## src/rtl/jt5205_enc.sv

```systemverilog
// MSM5205-format ADPCM encoder: quantises one 12-bit PCM sample per handshake into a
// 4-bit nibble, tracking the same predictor and step index as the JT5205 decoder.
module jt5205_enc (
  input  logic               clk,
  input  logic               rst,
  input  logic signed [11:0] sample,
  input  logic               sample_valid,
  output logic               sample_ready,
  output logic        [3:0]  nibble,
  output logic               nibble_valid,
  output logic signed [11:0] pred,
  output logic        [5:0]  step_idx
);

  // state  | meaning
  // S_IDLE | waiting for a sample; ready is high
  // S_DIFF | form sign and magnitude of sample - pred
  // S_B2   | compare magnitude against step
  // S_B1   | compare remainder against step/2
  // S_B0   | compare remainder against step/4
  // S_UPD  | update predictor and index, emit nibble
  typedef enum logic [2:0] {S_IDLE, S_DIFF, S_B2, S_B1, S_B0, S_UPD} state_t;

  function automatic logic [10:0] step_lut(input logic [5:0] idx);
    case (idx)
      6'd0:  step_lut = 11'd16;   6'd1:  step_lut = 11'd17;   6'd2:  step_lut = 11'd19;
      6'd3:  step_lut = 11'd21;   6'd4:  step_lut = 11'd23;   6'd5:  step_lut = 11'd25;
      6'd6:  step_lut = 11'd28;   6'd7:  step_lut = 11'd31;   6'd8:  step_lut = 11'd34;
      6'd9:  step_lut = 11'd37;   6'd10: step_lut = 11'd41;   6'd11: step_lut = 11'd45;
      6'd12: step_lut = 11'd50;   6'd13: step_lut = 11'd55;   6'd14: step_lut = 11'd60;
      6'd15: step_lut = 11'd66;   6'd16: step_lut = 11'd73;   6'd17: step_lut = 11'd80;
      6'd18: step_lut = 11'd88;   6'd19: step_lut = 11'd97;   6'd20: step_lut = 11'd107;
      6'd21: step_lut = 11'd118;  6'd22: step_lut = 11'd130;  6'd23: step_lut = 11'd143;
      6'd24: step_lut = 11'd157;  6'd25: step_lut = 11'd173;  6'd26: step_lut = 11'd190;
      6'd27: step_lut = 11'd209;  6'd28: step_lut = 11'd230;  6'd29: step_lut = 11'd253;
      6'd30: step_lut = 11'd279;  6'd31: step_lut = 11'd307;  6'd32: step_lut = 11'd337;
      6'd33: step_lut = 11'd371;  6'd34: step_lut = 11'd408;  6'd35: step_lut = 11'd449;
      6'd36: step_lut = 11'd494;  6'd37: step_lut = 11'd544;  6'd38: step_lut = 11'd598;
      6'd39: step_lut = 11'd658;  6'd40: step_lut = 11'd724;  6'd41: step_lut = 11'd796;
      6'd42: step_lut = 11'd876;  6'd43: step_lut = 11'd963;  6'd44: step_lut = 11'd1060;
      6'd45: step_lut = 11'd1166; 6'd46: step_lut = 11'd1282; 6'd47: step_lut = 11'd1411;
      default: step_lut = 11'd1552;
    endcase
  endfunction

  state_t      r_state;
  logic [11:0] r_sample;
  logic [10:0] r_step;
  logic        r_sign;
  logic [12:0] r_mag;
  logic        r_b2, r_b1, r_b0;
  logic        r_ready;
  logic [3:0]  r_nibble;
  logic        r_valid;
  logic [11:0] r_pred;
  logic [5:0]  r_idx;

  logic [12:0] w_diff;
  logic [12:0] w_mag;
  logic [12:0] w_thr;
  logic        w_ge;
  logic [11:0] w_qn;
  logic [11:0] w_pred_nxt;
  logic [6:0]  w_idx_inc;
  logic [5:0]  w_idx_nxt;

  assign w_diff = {r_sample[11], r_sample} - {r_pred[11], r_pred};
  assign w_mag  = w_diff[12] ? (13'd0 - w_diff) : w_diff;

  always_comb begin
    w_thr = {2'b00, r_step};
    case (r_state)
      S_B1:    w_thr = {3'b000, r_step[10:1]};
      S_B0:    w_thr = {4'b0000, r_step[10:2]};
      default: w_thr = {2'b00, r_step};
    endcase
  end

  assign w_ge = (r_mag >= w_thr);

  assign w_qn = {4'd0, r_step[10:3]}
              + (r_b2 ? {1'b0, r_step}          : 12'd0)
              + (r_b1 ? {2'b00, r_step[10:1]}   : 12'd0)
              + (r_b0 ? {3'b000, r_step[10:2]}  : 12'd0);
  assign w_pred_nxt = r_sign ? (r_pred - w_qn) : (r_pred + w_qn);

  // Widened so that 48 + 8 is visible before clamping.
  assign w_idx_inc = {1'b0, r_idx} + {4'd0, r_b1, r_b0, 1'b0} + 7'd2;
  assign w_idx_nxt = r_b2 ? ((w_idx_inc > 7'd48) ? 6'd48 : w_idx_inc[5:0])
                          : ((r_idx == 6'd0) ? 6'd0 : r_idx - 6'd1);

  always_ff @(posedge clk) begin
    if (rst) begin
      r_state  <= S_IDLE;
      r_sample <= '0;
      r_step   <= '0;
      r_sign   <= 1'b0;
      r_mag    <= '0;
      r_b2     <= 1'b0;
      r_b1     <= 1'b0;
      r_b0     <= 1'b0;
      r_ready  <= 1'b1;
      r_nibble <= '0;
      r_valid  <= 1'b0;
      r_pred   <= '0;
      r_idx    <= '0;
    end else begin
      r_valid <= 1'b0;
      case (r_state)
        S_IDLE: if (sample_valid) begin
          r_sample <= sample;
          r_step   <= step_lut(r_idx);
          r_ready  <= 1'b0;
          r_state  <= S_DIFF;
        end
        S_DIFF: begin
          r_sign  <= w_diff[12];
          r_mag   <= w_mag;
          r_state <= S_B2;
        end
        S_B2: begin
          r_b2 <= w_ge;
          if (w_ge) r_mag <= r_mag - w_thr;
          r_state <= S_B1;
        end
        S_B1: begin
          r_b1 <= w_ge;
          if (w_ge) r_mag <= r_mag - w_thr;
          r_state <= S_B0;
        end
        S_B0: begin
          r_b0 <= w_ge;
          if (w_ge) r_mag <= r_mag - w_thr;
          r_state <= S_UPD;
        end
        S_UPD: begin
          r_pred   <= w_pred_nxt;
          r_idx    <= w_idx_nxt;
          r_nibble <= {r_sign, r_b2, r_b1, r_b0};
          r_valid  <= 1'b1;
          r_ready  <= 1'b1;
          r_state  <= S_IDLE;
        end
        default: begin
          r_ready <= 1'b1;
          r_state <= S_IDLE;
        end
      endcase
    end
  end

  assign sample_ready = r_ready;
  assign nibble       = r_nibble;
  assign nibble_valid = r_valid;
  assign pred         = r_pred;
  assign step_idx     = r_idx;

endmodule

```

## config.mk

```make
export PLATFORM = sky130hd
export DESIGN_NAME = jt5205_enc
export DESIGN_NICKNAME = d
export VERILOG_FILES = /design/src/rtl/jt5205_enc.sv
export SDC_FILE = /design/constraint.sdc
export NUM_CORES = 1
export LEC_CHECK = 0
export BUFFER_PORTS_ARGS = -buffer_cell sky130_fd_sc_hd__buf_2
export CAP_MARGIN = 20
export CORE_MARGIN = 2
export CORE_UTILIZATION = 45
export CTS_BUF_LIST = sky130_fd_sc_hd__clkbuf_8
export DETAILED_ROUTE_END_ITERATION = 16
export GPL_ROUTABILITY_DRIVEN = 0
export MAX_ROUTING_LAYER = met4
export PLACE_DENSITY = 0.59
export SYNTH_ARGS = -nofsm -noshare
export SYNTH_HDL_FRONTEND = slang
export SYNTH_SLANG_ARGS = --single-unit
```

## constraint.sdc

```tcl
create_clock -name clk -period 10 [get_ports clk]
set_input_delay 3 -clock clk [delete_from_list [all_inputs] [get_ports clk]]
set_output_delay 3 -clock clk [all_outputs]
set_load 0.005 [all_outputs]
```

==> metrics.cfg <==
[run_status]
outcome=completed

[floorplan]
die_area_sq_um=16100
coreArea_sq_um=14600
start_util_pct=46.4
std_cell_rows=44
pin_count=39
die_x_um=127
die_h_um=127

[worst_setup_path]
worstPathCellList=nand2_1 > fa_1 > inv_1 > fa_1 > ha_1 > fa_1 > xor2_1 > or3b_2 > or3_1 > nor3_1 > nor2_1 > xor2_1 > ha_1 > nand3_1 > a21oi_1 > nor3_1 > or3_1 > mux2i_1 > mux2_1
cp.depth=19
regToRegSetupSlack_ns=4.20
critical_path.max_stage_delay_ns=0.70
end_kind=flop
critPathKind=reg2reg
path_delay_family=adder cells
critPathRequiredTime_ns=10.25
path_buf_inv=1
cp_max_fo=19
cpMostUsedCell=fa_1
cp-start-kind=flop
r2r_end=pred[11]
arrival_ns=6.06
slowest_stage=dfxtp_1
cp-endpoint=pred[11]
crit_start=r_b2
reg2reg_from=r_b2
reg2regPathDepth=19

[sta]
timing.final.crit_share_pct=58.0
rsz0062_at_grt=false
setup_violations=0
whs_ns=0.454
maxSlewViolCount=0
tightestPinTransition_ns=0.980
fin_setup_tns_ns=0
fin_crit_ns=5.80
fin_ws_ns=4.20
hold_viol=0
fin_worst_skew_ns=0.0118
maxSlewHeadroom_pct=34.5
timing.fmax_ghz=0.172

[clock_network]
clock_sinks=67
cts_made_buffers=9
ctsHtreeMaxLevel=3
clk_latency_ns=0.37
cts_buffer_depth=2
hold_buffers=0
clk_pin_slew_ns=0.08
cts_setup_buffers=0
cts_root_buffer=clkbuf_8
tritoncts=yes
cts_resized=0

[global_routing]
grt_first_pass_wirelength_mm=29.3
globalRoute.totalOverflow=0
grt_antenna_before_repair=0
grt.total_usage_pct=23.1
grt_max_degree=73
first_global_vias=5852

[power]
swShare_pct=40.4
p_per_area_nw_per_um2=169
ir_drop_mv=0.0686
p_switching_w=0.000500
leakage_nw=2.91
finalPower_w=0.00124
seqPwrFrac_pct=26.6
p_comb_share_pct=49.6
p_int_w=0.000738
clkPwrFrac_pct=23.8

[synth]
synth_fp_nets=1021
synth_cell_type_count=77
yosysSeqAreaShare_pct=19.7
syn_area_per_cell_sq_um=7.34
async_flop_share_pct=0
synth_edf_count=0
ys_top_cells_by_area=dfxtp_1 (20%), ha_1 (11%), nand2_1 (7.3%), a21oi_1 (6.2%), fa_1 (6.2%)
synth_cells=925
yosys-top-cells-count=nand2_1 (132), a21oi_1 (84), nor2_1 (74), inv_1 (72), dfxtp_1 (67)
yosys_warnings=0
synth-seq-cells=67
dominantRegCellSynth=dfxtp_1
netlist.area_leader.share_pct=19.7
yosys.area.top_type=dfxtp_1
netlist_area_sq_um=6790
yosysMostFrequentCell=nand2_1

[finish]
syn_to_final_growth_pct=7.52
fin_area_sq_um=7300
n_fill_cell=1534
nets=1022
drive_gt1_share_pct=8.60
antennaDiodeCount=0
multi_input_area_sq_um=4950
seq_area_sq_um=1340

[detailed_routing]
first_pass_iters=5
vias=6349
dr.first_iter.drc_count=536
avgRoutedWirePerCell_um=15.7
wirelength_mm=17.5
via_per_inst=5.70
drc=0
ant_nets=0

[place]
dpl.hpwl_mm=13.0
dp_slack_ns=4.18
placed_area_sq_um=7050
port_buffers=38

[hold_path]
hp-class=reg2reg

[job]
max-cap-violations=0

how the worst min path moves through the flow:
| stage | startpoint | to | depth (start not counted) |
|---|---|---|---|
| after floorplan | r_mag[0] | r_mag[0] | 2 |
| after global placement | nibble[3] | nibble[3] | 2 |
| after detailed placement | nibble[3] | nibble[3] | 2 |
| after CTS | nibble[3] | nibble[3] | 2 |
| after global routing | nibble[3] | nibble[3] | 2 |
| final | nibble[3] | nibble[3] | 2 |
area by class of cell:
cell class,count,share of cell area (%)
timing repair buffer,46,3.43
tap,184,3.15
clock buffer,11,2.07
multi-input combinational,728,67.8
sequential,67,18.4
clock inverter,4,1.34
inverter,74,3.80
flip-flops by register name, summed over array words and instances (netlist names):
signal and cells:
r_sign 1, sample_ready 1, r_state 3, pred 12, r_mag 13, nibble 4
r_b1 1, r_step 11, nibble_valid 1, r_b2 1, step_idx 6, r_sample 12
r_b0 1
through the flow:
step / utilization [%] / std cells
after floorplan: - / 925
after global placement: 48.2 / 1099
after detailed placement: 48.2 / 1099
after CTS: 49.9 / 1114
after global routing: 49.9 / 1114
final: 49.9 / 1114
logic make-up after synthesis:
family | share of synthesized area (%)
simple gates | 20.4
compound gates | 26.4
buf+inv | 7.31
fa+ha+maj | 17.2
flops | 19.7
xor+xnor | 7.22
mux | 1.69
metal layers:
metal / wire length, um / track usage, %
met1: 9000 / 32.8
met2: 7760 / 34.6
met3: 606 / 4.13
met4: 149 / 4.52
met5: 0 / -
worst min-delay path: cells and delay by family (launching register included):
| family | cells | cell delay (ns) |
|---|---|---|
| compound gates | 1 | 0.05 |
| simple gates | 1 | 0.05 |
| flops | 1 | 0.31 |
power groups by stage:
stage          logic (W)  clock network, W  registers, W
6_report        0.000614          0.000294      0.000329
3_5_place_dp    0.000610                 0      0.000334
5_1_grt         0.000694          0.000312      0.000334
3_3_place_gp    0.000610                 0      0.000334
2_1_floorplan   0.000518                 0      0.000312
4_1_cts         0.000615          0.000301      0.000328
placed cells by master, fill, tap and decap left out, drive strengths merged, types with 21 or more instances in the layout:
cell type	count
nor3	26
dfxtp	67
nand2	132
o21ai	56
inv	73
a21oi	86
fa	21
buf	46
xnor2	43
nor2	75
ha	60
(Power assumes the default switching activity.)
